===== config.mk =====
export PLATFORM = sky130hd
export DESIGN_NAME = proj1_alu_seq
export DESIGN_NICKNAME = d
export VERILOG_FILES = /design/src/rtl/proj1_pkg.sv /design/src/rtl/proj1_regfile.sv /design/src/rtl/proj1_alu_seq.sv
export SDC_FILE = /design/constraint.sdc
export NUM_CORES = 1
export LEC_CHECK = 0
export CAP_MARGIN = 20
export CORE_ASPECT_RATIO = 1.4
export CORE_UTILIZATION = 30
export DETAILED_ROUTE_END_ITERATION = 8
export GPL_ROUTABILITY_DRIVEN = 0
export GPL_TIMING_DRIVEN = 0
export PLACE_DENSITY = 0.62
export SLEW_MARGIN = 20
export SYNTH_ARGS = -nofsm -noshare
export SYNTH_HDL_FRONTEND = slang
export SYNTH_SLANG_ARGS = --single-unit

===== constraint.sdc =====
create_clock -name clk -period 2.7 [get_ports clk]
set_clock_uncertainty 0.2 [all_clocks]
set_input_delay 0.54 -clock clk [delete_from_list [all_inputs] [get_ports clk]]
set_output_delay 0.54 -clock clk [all_outputs]
set_load 0.02 [all_outputs]

===== src/rtl/proj1_pkg.sv =====
`default_nettype none
// +----------------------------------------------------------------------+
// | proj1_pkg: shared types and constants for the ALU sequencer slice     |
// | Rev 1.0                                                               |
// +----------------------------------------------------------------------+
package proj1_pkg;

  localparam int NREG = 8;
  localparam int AW   = $clog2(NREG);

  typedef enum logic [1:0] {
    IDLE = 2'd0,
    EXEC = 2'd1,
    WB   = 2'd2
  } state_t;

  localparam logic [3:0] OP_SHIFT = 4'b0000;
  localparam logic [3:0] OP_MULT  = 4'b0100;
  localparam logic [3:0] OP_AND   = 4'b1000;
  localparam logic [3:0] OP_OR    = 4'b1001;
  localparam logic [3:0] OP_XOR   = 4'b1010;
  localparam logic [3:0] OP_NEG   = 4'b1011;
  localparam logic [3:0] OP_ADD   = 4'b1100;
  localparam logic [3:0] OP_ADDC  = 4'b1101;
  localparam logic [3:0] OP_SUB   = 4'b1110;
  localparam logic [3:0] OP_SUBC  = 4'b1111;

  localparam int C_BIT = 2;
  localparam int Z_BIT = 1;
  localparam int N_BIT = 0;

  function automatic logic is_mult(input logic [7:0] op);
    return op[7:4] == OP_MULT;
  endfunction

endpackage
`default_nettype wire


===== src/rtl/proj1_regfile.sv =====
`default_nettype none
// +----------------------------------------------------------------------+
// | proj1_regfile: NREG x 8 storage, operand/debug reads, two write ports |
// | Rev 1.0                                                               |
// +----------------------------------------------------------------------+
module proj1_regfile
  import proj1_pkg::*;
(
  input  logic          clk,
  input  logic          rst,
  input  logic          we0,
  input  logic [AW-1:0] waddr0,
  input  logic [7:0]    wdata0,
  input  logic          we1,
  input  logic [AW-1:0] waddr1,
  input  logic [7:0]    wdata1,
  input  logic [AW-1:0] op_rd_addr,
  output logic [7:0]    op_rd_data,
  input  logic [AW-1:0] op_rr_addr,
  output logic [7:0]    op_rr_data,
  input  logic [AW-1:0] dbg_addr,
  output logic [7:0]    dbg_data
);

  logic [7:0] mem_q [NREG];
  logic [7:0] mem_d [NREG];

  // Port 0 is applied last so it wins when both ports hit the same entry.
  always_comb begin
    mem_d = mem_q;
    if (we1) mem_d[waddr1] = wdata1;
    if (we0) mem_d[waddr0] = wdata0;
  end

  always_ff @(posedge clk) begin
    if (rst) begin
      for (int i = 0; i < NREG; i++) mem_q[i] <= 8'h00;
    end else begin
      mem_q <= mem_d;
    end
  end

  assign op_rd_data = mem_q[op_rd_addr];
  assign op_rr_data = mem_q[op_rr_addr];
  assign dbg_data   = mem_q[dbg_addr];

endmodule
`default_nettype wire


===== src/rtl/proj1_alu_seq.sv =====
`default_nettype none
// +----------------------------------------------------------------------+
// | proj1_alu_seq: single-issue sequencer feeding proj1_alu, with regfile |
// | Rev 1.0                                                               |
// +----------------------------------------------------------------------+
module proj1_alu_seq
  import proj1_pkg::*;
#(
  parameter int ALU_LAT = 1
) (
  input  logic        clk,
  input  logic        rst,
  input  logic        instr_valid,
  output logic        instr_ready,
  input  logic [7:0]  instr_opcode,
  input  logic [2:0]  instr_rd,
  input  logic [2:0]  instr_rr,
  input  logic        ld_en,
  input  logic [2:0]  ld_addr,
  input  logic [7:0]  ld_data,
  input  logic [2:0]  rd_addr,
  output logic [7:0]  rd_data,
  output logic [7:0]  alu_data_rd,
  output logic [7:0]  alu_data_rr,
  output logic        alu_ci,
  output logic [7:0]  alu_opcode,
  input  logic [15:0] alu_data_o,
  input  logic        alu_co,
  input  logic        alu_zo,
  input  logic        alu_no,
  output logic        done,
  output logic [2:0]  flags
);

  state_t      state_q, state_d;
  logic [1:0]  cnt_q, cnt_d;
  logic [2:0]  rd_q, rd_d;
  logic [7:0]  op_q, op_d;
  logic [7:0]  alu_rd_q, alu_rd_d;
  logic [7:0]  alu_rr_q, alu_rr_d;
  logic        alu_ci_q, alu_ci_d;
  logic        done_q, done_d;
  logic [2:0]  flags_q, flags_d;

  logic        we0, we1;
  logic [2:0]  waddr0, waddr1;
  logic [7:0]  wdata0, wdata1;
  logic [7:0]  op_rd_data, op_rr_data;

  proj1_regfile u_regfile (
    .clk        (clk),
    .rst        (rst),
    .we0        (we0),
    .waddr0     (waddr0),
    .wdata0     (wdata0),
    .we1        (we1),
    .waddr1     (waddr1),
    .wdata1     (wdata1),
    .op_rd_addr (instr_rd),
    .op_rd_data (op_rd_data),
    .op_rr_addr (instr_rr),
    .op_rr_data (op_rr_data),
    .dbg_addr   (rd_addr),
    .dbg_data   (rd_data)
  );

  assign instr_ready = !rst && (state_q == IDLE) && !ld_en;

  always_comb begin
    state_d  = state_q;
    cnt_d    = cnt_q;
    rd_d     = rd_q;
    op_d     = op_q;
    alu_rd_d = alu_rd_q;
    alu_rr_d = alu_rr_q;
    alu_ci_d = alu_ci_q;
    done_d   = 1'b0;
    flags_d  = flags_q;
    we0      = 1'b0;
    waddr0   = ld_addr;
    wdata0   = ld_data;
    we1      = 1'b0;
    waddr1   = rd_q + 3'd1;
    wdata1   = alu_data_o[15:8];
    case (state_q)
      IDLE: begin
        if (ld_en) begin
          we0 = 1'b1;
        end else if (instr_valid) begin
          rd_d     = instr_rd;
          op_d     = instr_opcode;
          alu_rd_d = op_rd_data;
          alu_rr_d = op_rr_data;
          alu_ci_d = flags_q[C_BIT];
          cnt_d    = 2'(ALU_LAT - 1);
          state_d  = EXEC;
        end
      end
      EXEC: begin
        // done is registered, so raise it on the way into WB.
        if (cnt_q == 2'd0) begin
          state_d = WB;
          done_d  = 1'b1;
        end else begin
          cnt_d = cnt_q - 2'd1;
        end
      end
      WB: begin
        we0    = 1'b1;
        waddr0 = rd_q;
        wdata0 = alu_data_o[7:0];
        we1    = is_mult(op_q);
        flags_d[C_BIT] = alu_co;
        flags_d[Z_BIT] = alu_zo;
        flags_d[N_BIT] = alu_no;
        state_d = IDLE;
      end
      default: state_d = IDLE;
    endcase
  end

  always_ff @(posedge clk) begin
    if (rst) begin
      state_q  <= IDLE;
      cnt_q    <= 2'd0;
      rd_q     <= 3'd0;
      op_q     <= 8'h00;
      alu_rd_q <= 8'h00;
      alu_rr_q <= 8'h00;
      alu_ci_q <= 1'b0;
      done_q   <= 1'b0;
      flags_q  <= 3'b000;
    end else begin
      state_q  <= state_d;
      cnt_q    <= cnt_d;
      rd_q     <= rd_d;
      op_q     <= op_d;
      alu_rd_q <= alu_rd_d;
      alu_rr_q <= alu_rr_d;
      alu_ci_q <= alu_ci_d;
      done_q   <= done_d;
      flags_q  <= flags_d;
    end
  end

  assign alu_data_rd = alu_rd_q;
  assign alu_data_rr = alu_rr_q;
  assign alu_ci      = alu_ci_q;
  assign alu_opcode  = op_q;
  assign done        = done_q;
  assign flags       = flags_q;

endmodule
`default_nettype wire


==> results of run 1 <==
flip-flops by register name (all words and copies together), names as in the netlist:
| register | count |
|---|---|
| done | 1 |
| alu_ci | 1 |
| cnt_q | 2 |
| u_regfile.mem_q | 64 |
| alu_data_rr | 8 |
| alu_opcode | 8 |
| rd_q | 3 |
| alu_data_rd | 8 |
| state_q | 2 |
| flags | 3 |
how the worst max path moves through the flow:
stage | end | cells past startpoint | start
floorplan | rd_data[0] | 4 | rd_addr[0]
global placement | rd_data[2] | 5 | rd_addr[1]
detailed placement | rd_data[2] | 5 | rd_addr[1]
CTS | rd_data[0] | 5 | rd_addr[0]
global route | rd_data[2] | 5 | rd_addr[0]
finish | rd_data[2] | 5 | rd_addr[0]
report_power, final:
group | switching (mW) | total (mW) | leakage, nW | internal [mW]
clock network | 0.635 | 1.47 | 0.163 | 0.830
logic | 0.341 | 0.626 | 1.66 | 0.285
registers | 0.0656 | 1.61 | 0.814 | 1.54
final cells by class:
| class | instances | area (µm²) |
|---|---|---|
| multi-input combinational | 406 | 3680 |
| inverter | 5 | 18.8 |
| sequential | 100 | 2000 |
| timing repair buffer | 72 | 692 |
| buffer | 62 | 290 |
| clock inverter | 7 | 106 |
| tap | 248 | 310 |
| fill | 1907 | 12000 |
| clock buffer | 9 | 225 |
through the flow:
stage	utilization (%)	instance area, µm²	worst slack, ns	hold slack, ns	TNS (ns)
after floorplan	-	5940	0.141	0.265	0
after detailed placement	36.1	6970	-0.737	0.251	-16.08
after global routing	38.0	7330	0.00431	0.281	0
after global placement	36.1	6970	-0.759	0.243	-14.32
after CTS	38.1	7340	0.000886	0.260	0
final	38.0	7330	0.0312	0.254	0
worst register-to-register path, cell delays in order (launching register included):
cell and delay [ns]:
sky130_fd_sc_hd__dfxtp_1 0.44, sky130_fd_sc_hd__ha_1 0.31, sky130_fd_sc_hd__nor4bb_1 0.38, sky130_fd_sc_hd__nand3_1 0.51, sky130_fd_sc_hd__mux2i_1 0.25, sky130_fd_sc_hd__a211oi_1 0.29
repair_timing:
action / CTS / global route
hold buffers: 0 / 0
setup endpoints to repair: 19 / 16
gates resized for setup: 30 / 10
buffers inserted: 0 / 0
layer usage:
| layer | vias to the layer above | share of wire [%] | global-route usage, % |
|---|---|---|---|
| li1 | 2386 | - | - |
| met5 | - | 0 | 0 |
| met3 | 32 | 4.4 | 2.39 |
| met2 | 133 | 53 | 33.8 |
| met4 | 0 | 2.5 | 7.84 |
| met1 | 2475 | 40 | 21.3 |
logic make-up (layout without fill, tap and decap cells):
kind of cell | Yosys count | after routing | synth area share [%]
mux | 128 | 128 | 32.0
fa+ha+maj | 2 | 2 | 0.421
flops | 100 | 100 | 33.7
xor+xnor | 2 | 2 | 0.295
compound gates | 103 | 103 | 13.9
simple gates | 171 | 171 | 15.2
buf+inv | 67 | 155 | 4.51
Yosys cell counts (all sizes together):
master   number  share of area (%)
a2bb2oi       1               0.25
a32oi         1               0.27
a22oi         1               0.13
mux4         48                 18
nand3         6               0.51
or2           8               0.84
nor2         21                1.3
nor2b         2               0.21
nand2        32                2.0
a211oi       64                9.4
nor3b         1               0.13
mux2i        64                 11
xor2          1               0.15
ha            2               0.42
and4b         1               0.17
buf          25                1.9
a31oi         4               0.74
nand2b        3               0.32
dfxtp       100                 34
clkbuf       37                2.3
inv           5               0.32
nor4          1               0.11
nor4b         4               0.80
mux2         16                3.0
a21oi        16                1.3
xnor2         1               0.15
nor4bb        4               0.67
nor3         85                7.5
nand4b        1               0.15
or4b          2               0.40
o22ai        16                1.7
==> impl_results.md, run 1 <==
* Setup violation total in the final timing report at 0
* Worst endpoint data arrival time at 1.93 ns
* Net count reported at finish at 709
* Commonest non-fill, non-tap cell in the layout: sky130_fd_sc_hd__dfxtp_1
* Number of nets produced by synthesis at 626
* Detail-routed via count per cell at 5.53
* Largest stage delay, worst path at 0.49 ns
* CTS Root Cell: sky130_fd_sc_hd__clkbuf_16
* Commonest non-fill, non-tap cells in the layout: 100 x sky130_fd_sc_hd__dfxtp_1, 83 x sky130_fd_sc_hd__nor3_1, 64 x sky130_fd_sc_hd__mux2i_1
* Max-slew violations at 0
* Worst setup slack for register-to-register paths at 0.22 ns
* Pwr dens at 505 mW/mm²
* Netlist area before placement at 0.00594 mm²
* Total leakage power at 2.63 nW
* Clock latency on the worst-skew pair at 0.35 ns
* Outcome: finished clean
* Unrepaired setup endpoints after global routing: no
* Average footprint of a synthesized cell at 10.4 µm²
* Sink of the worst hold path: flags[1]
* Final Cycle Share at 98.8%
* Number of maximum-capacitance constraint violations at 0
* Hold-critical path depth at 2
* Maximum number of buffers from clock root to sink at 2
* GRT Resource Usage Total at 18.5%
* Count of unique library cells instantiated by Yosys at 38
* Number of hold violations in the final report at 0
* Worst R2R Start: rd_q[1]
* Worst hold-check path type: flip-flop to flip-flop
* Wire length reported by the detailed router at 18,400 µm
* Row Count at 60
* Post-synthesis cell count at 573
* Starting utilization of the core area at 30.8%
* Number of global-route vias before repair at 5,122
* Maximum number of pins on one net before global-route repair at 19
* Kind of launch point of the worst setup path: primary input
* Setup CP Type: primary input to output port
* Clock tree from TritonCTS: yes
* Capturing point of the worst reg2reg path: u_regfile.mem_q[58]
* Routed via count at 5,026
* Clock-pin slew on the worst setup and hold paths at 0.06 ns
* Area growth from synthesis to layout at 23.4%
* Number of buffers inserted during clock tree synthesis at 9
* Number of remaining DRC errors at 0
* CP endpoint kind: output port
* Cell Chain, Critical Path: clkbuf_8 -> buf_12 -> mux4_2 -> mux2_2 -> clkdlybuf4s15_2
* First-pass GRT wire length at 28,900 µm
* Share of final-layout standard cells stronger than drive strength 1 at 20.1%
* Total of warnings raised by yosys at 0
* Final instance count without filler cells at 909
* PnR Total Power at 3.70 mW
* Buf+Inv Stages, Crit Path at 3
* Critical Path Slowest Stage Cell: sky130_fd_sc_hd__mux4_2
* Residual antenna-violating net count after detailed routing at 0
* Core ar. at 0.0193 mm²
* I/O Buffers at 72
* Total number of H-tree levels at 3
* Start point of the worst min-delay path: flags[1]
* Sum of net half-perimeters after detailed placement at 14,700 µm
* Height of the die at 168 µm
* Num ports at 89
* Timing-limited maximum frequency at 0.375 GHz
* Diode count at 0
* Worst path top cell family by delay: multiplexers
* Highest ir drop seen on vdd at 280 µV
* Number of optimization iterations in the first detailed-route pass at 5
* Largest fanout on the critical path at 10
* Post-placement cell count at 893
* Grt ovf at 0
* Num Clock Sinks at 100
* Die width at 121 µm
* DIE AREA at 0.0204 mm²
* Number of cells traversed by the worst register-to-register path at 5
* Actual slew at the worst max-slew pin at 0.671 ns
* Sequential element share of the synthesized area at 33.7%
* Number of DRC markers in iteration 0 at 319
* Clock period minus final worst setup slack at 2.67 ns
* Antenna violations before repair at 0
* Number of storage elements in the synthesis netlist at 100
* Worst max-slew margin expressed relative to the limit at 55.3%
* Data required time at the worst endpoint at 1.96 ns
* WL/cell at 20.2 µm
(Power assumes the default switching activity.)
==> run 2, diff against run 1 <==
Settings changed: CORE_UTILIZATION 30 to 49, PLACE_DENSITY 0.62 to 0.84.
Clock period 2.7 ns to 2.9 ns, I/O delays scaled along.
==> run 2 against run 1 <==
Sequential share of layout area increased by 0.64 points; die area decreased by 38%; worst hold slack improved by 0.0029 ns; core utilization increased by 23 points; count of clock-buffer cells in the layout increased by 1; non-clock buffer count unchanged; routed wire length decreased by 0.55%; clock power decreased by 19%; cell count decreased by 11%; register-to-register slack improved by 0.13 ns; via count increased by 7.8%; critical path type unchanged; largest power group unchanged.
==> impl_results.md, run 2 (same netlist as run 1, synthesis figures left out) <==
* Number of remaining DRC errors at 0 (unchanged)
* Setup violation total in the final timing report at 0 (unchanged)
* Number of buffers added to fix hold violations after cts at 0 (unchanged)
* Num Clock Sinks at 100 (unchanged)
* GRT Resource Usage Total at 30.6% (+12 points)
* Unrepaired setup endpoints after global routing: no
* Area growth from synthesis to layout at 20.6%
* I/O Buffers at 72 (unchanged)
* Clock tree from TritonCTS: yes
* Post-route cell area at 0.00716 mm² (-2.3%)
* Detail-routed via count per cell at 6.71 (+21%)
* Total number of H-tree levels at 3 (unchanged)
* Multi-input combinational cell area at 0.00368 mm² (-0.17%)
* Worst path top cell family by delay: buffers and inverters
* Pwr dens at 458 mW/mm² (-9.3%)
* Critical Path Slowest Stage Cell: sky130_fd_sc_hd__mux4_2
* Final instance count without filler cells at 808 (-11%)
* Kind of launch point of the worst setup path: primary input
* Largest stage delay, worst path at 0.35 ns (-0.14 ns)
* CTS Root Cell: sky130_fd_sc_hd__clkbuf_16
* Timing-limited maximum frequency at 0.350 GHz
* Commonest non-fill, non-tap cells in the layout: 100 x sky130_fd_sc_hd__dfxtp_1, 83 x sky130_fd_sc_hd__nor3_1, 64 x sky130_fd_sc_hd__mux2i_1, 64 x sky130_fd_sc_hd__clkdlybuf4s50_1
* Share of final-layout standard cells stronger than drive strength 1 at 18.8% (-1.4 points)
* Row Count at 47 (-22%)
* Core ar. at 0.0118 mm² (-39%)
* Data required time at the worst endpoint at 2.12 ns (+0.16 ns)
* Fillers at 916 (-52%)
* DIE AREA at 0.0126 mm² (-38%)
* CP endpoint kind: output port
* Hold-critical path depth at 2 (unchanged)
* Starting utilization of the core area at 50.2% (+19 points)
* Buf+Inv Stages, Crit Path at 3 (unchanged)
* Clock period minus final worst setup slack at 2.86 ns
* Outcome: finished clean
* First-pass GRT wire length at 29,000 µm (+0.60%)
* Number of hold violations in the final report at 0 (unchanged)
* Final TNS setup at 0 ns (unchanged)
* Post-CTS Repair Setup Buffers at 0 (unchanged)
* Worst endpoint data arrival time at 2.08 ns (+0.15 ns)
* Net count reported at finish at 709 (unchanged)
* Height of the die at 132 µm (-21%)
* PnR Total Power at 3.28 mW (-11%)
* Diode count at 0 (unchanged)
* Number of maximum-capacitance constraint violations at 0 (unchanged)
* Commonest non-fill, non-tap cell in the layout: sky130_fd_sc_hd__dfxtp_1
* Largest fanout on the critical path at 10 (unchanged)
* Worst hold slack at 0.257 ns (+0.00292 ns)
* Number of global-route vias before repair at 5,526 (+7.9%)
* Residual antenna-violating net count after detailed routing at 0 (unchanged)
* Sequential cell area at 0.00200 mm² (unchanged)
* Num ports at 89 (unchanged)
* Sink of the worst hold path: alu_ci
* Number of optimization iterations in the first detailed-route pass at 5 (unchanged)
* Actual slew at the worst max-slew pin at 0.948 ns (+0.277 ns)
* Reg with most FFs: u_regfile.mem_q
* Post-placement cell count at 792 (-11%)
* Number of DRC markers in iteration 0 at 664 (+110%)
* Final Cycle Share at 98.6%
* Flip-flop count of the largest register, all copies and words added at 64 (unchanged)
* Placed cell areas at 0.00685 mm² (-1.8%)
* Cell Chain, Critical Path: clkbuf_2 -> clkbuf_4 -> mux4_2 -> mux2_2 -> dlygate4sd2_1
* Worst R2R Start: state_q[1]
* Capturing point of the worst reg2reg path: u_regfile.mem_q[54]
* Worst setup slack for register-to-register paths at 0.35 ns (+0.13 ns)
* Start point of the worst min-delay path: alu_ci
* Number of buffers inserted during clock tree synthesis at 9 (unchanged)
* Routed via count at 5,420 (+7.8%)
* Number of cells traversed by the worst register-to-register path at 5 (unchanged)
* Die width at 95.1 µm (-21%)
* Grt ovf at 0 (unchanged)
* Maximum number of pins on one net before global-route repair at 18 (-1)
* Max-slew violations at 0 (unchanged)
* Maximum number of buffers from clock root to sink at 2 (unchanged)
* Sum of net half-perimeters after detailed placement at 13,700 µm (-6.5%)
* Highest ir drop seen on vdd at 340 µV (+22%)
* Wire length reported by the detailed router at 18,300 µm (-0.55%)
* WL/cell at 22.6 µm (+12%)
* Total leakage power at 2.62 nW (-0.33%)
* Clock-pin slew on the worst setup and hold paths at 0.07 ns (about the same)
* Antenna violations before repair at 0 (unchanged)
* Worst max-slew margin expressed relative to the limit at 36.5% (-19 points)
* Setup CP Type: primary input to output port
* Worst hold-check path type: flip-flop to flip-flop
* Clock latency on the worst-skew pair at 0.36 ns (about the same)
## run 2: changes by cell type in the layout (fill, tap and decap cells not counted), moves of 2 or more
cell / delta
sky130_fd_sc_hd__dlygate4sd2_1: +7
sky130_fd_sc_hd__clkbuf_2: -5
sky130_fd_sc_hd__clkinvlp_4: +3
sky130_fd_sc_hd__bufinv_16: -2
sky130_fd_sc_hd__clkdlybuf4s15_2: -2
sky130_fd_sc_hd__clkinv_4: -2
## run 2: worst min-delay path: stages, from the launching register on
cell and delay (ns):
sky130_fd_sc_hd__dfxtp_1 0.31, sky130_fd_sc_hd__nand2_1 0.05, sky130_fd_sc_hd__a21oi_1 0.05
## run 2: repair_timing
item / in CTS / in global routing
hold endpoints to repair: 0 / 0
endpoints found under the setup margin: 9 / 18
gates resized for setup: 18 / 3
## run 2: worst max path at each step
| stage | from | end | slack (ns) | depth (start not counted) |
|---|---|---|---|---|
| floorplan | rd_addr[0] | rd_data[0] | 0.08 | 4 |
| global placement | rd_addr[0] | rd_data[2] | -0.62 | 5 |
| detailed placement | rd_addr[0] | rd_data[3] | -0.69 | 5 |
| CTS | rd_addr[1] | rd_data[7] | 0.005 | 5 |
| global route | rd_addr[1] | rd_data[3] | 0.003 | 5 |
| finish | rd_addr[1] | rd_data[3] | 0.04 | 5 |
## run 2: routing by layer
metal | wire [µm] | part of all wire [%] | global-route usage, %
met2 | 9450 | 52 | 51.2
met5 | 0 | 0 | 0
met1 | 6400 | 35 | 35.2
met4 | 811 | 4.4 | 18.5
met3 | 1640 | 8.9 | 6.40
## run 2: power breakdown
group,internal [mW],switching [mW],leakage (nW)
clock,0.613,0.578,0.133
combinational,0.266,0.318,1.68
sequential,1.43,0.0680,0.814
## run 2: cell type report
cell class	count	area share, %
Timing Repair Buffer	72	9.92
Buffer	62	3.93
Tap cell	147	2.57
Clock buffer	10	3.34
Inverter	5	0.262
Sequential cell	100	28.0
Multi-Input combinational cell	406	51.4
Clock inverter	6	0.664
## run 2: metrics by stage
step	setup WS [ns]	utilization, %
finish	0.0408	60.6
global route	0.00273	60.6
CTS	0.00544	60.5
detailed placement	-0.689	57.9
global placement	-0.615	57.9
floorplan	0.0819	-
==> run 3, diff against run 2 <==
Settings changed: SLEW_MARGIN 20 to default, TNS_END_PERCENT from default to 30.
==> results of run 3 <==
Same layout as run 2: the final DEF is identical, and so are final timing and power.
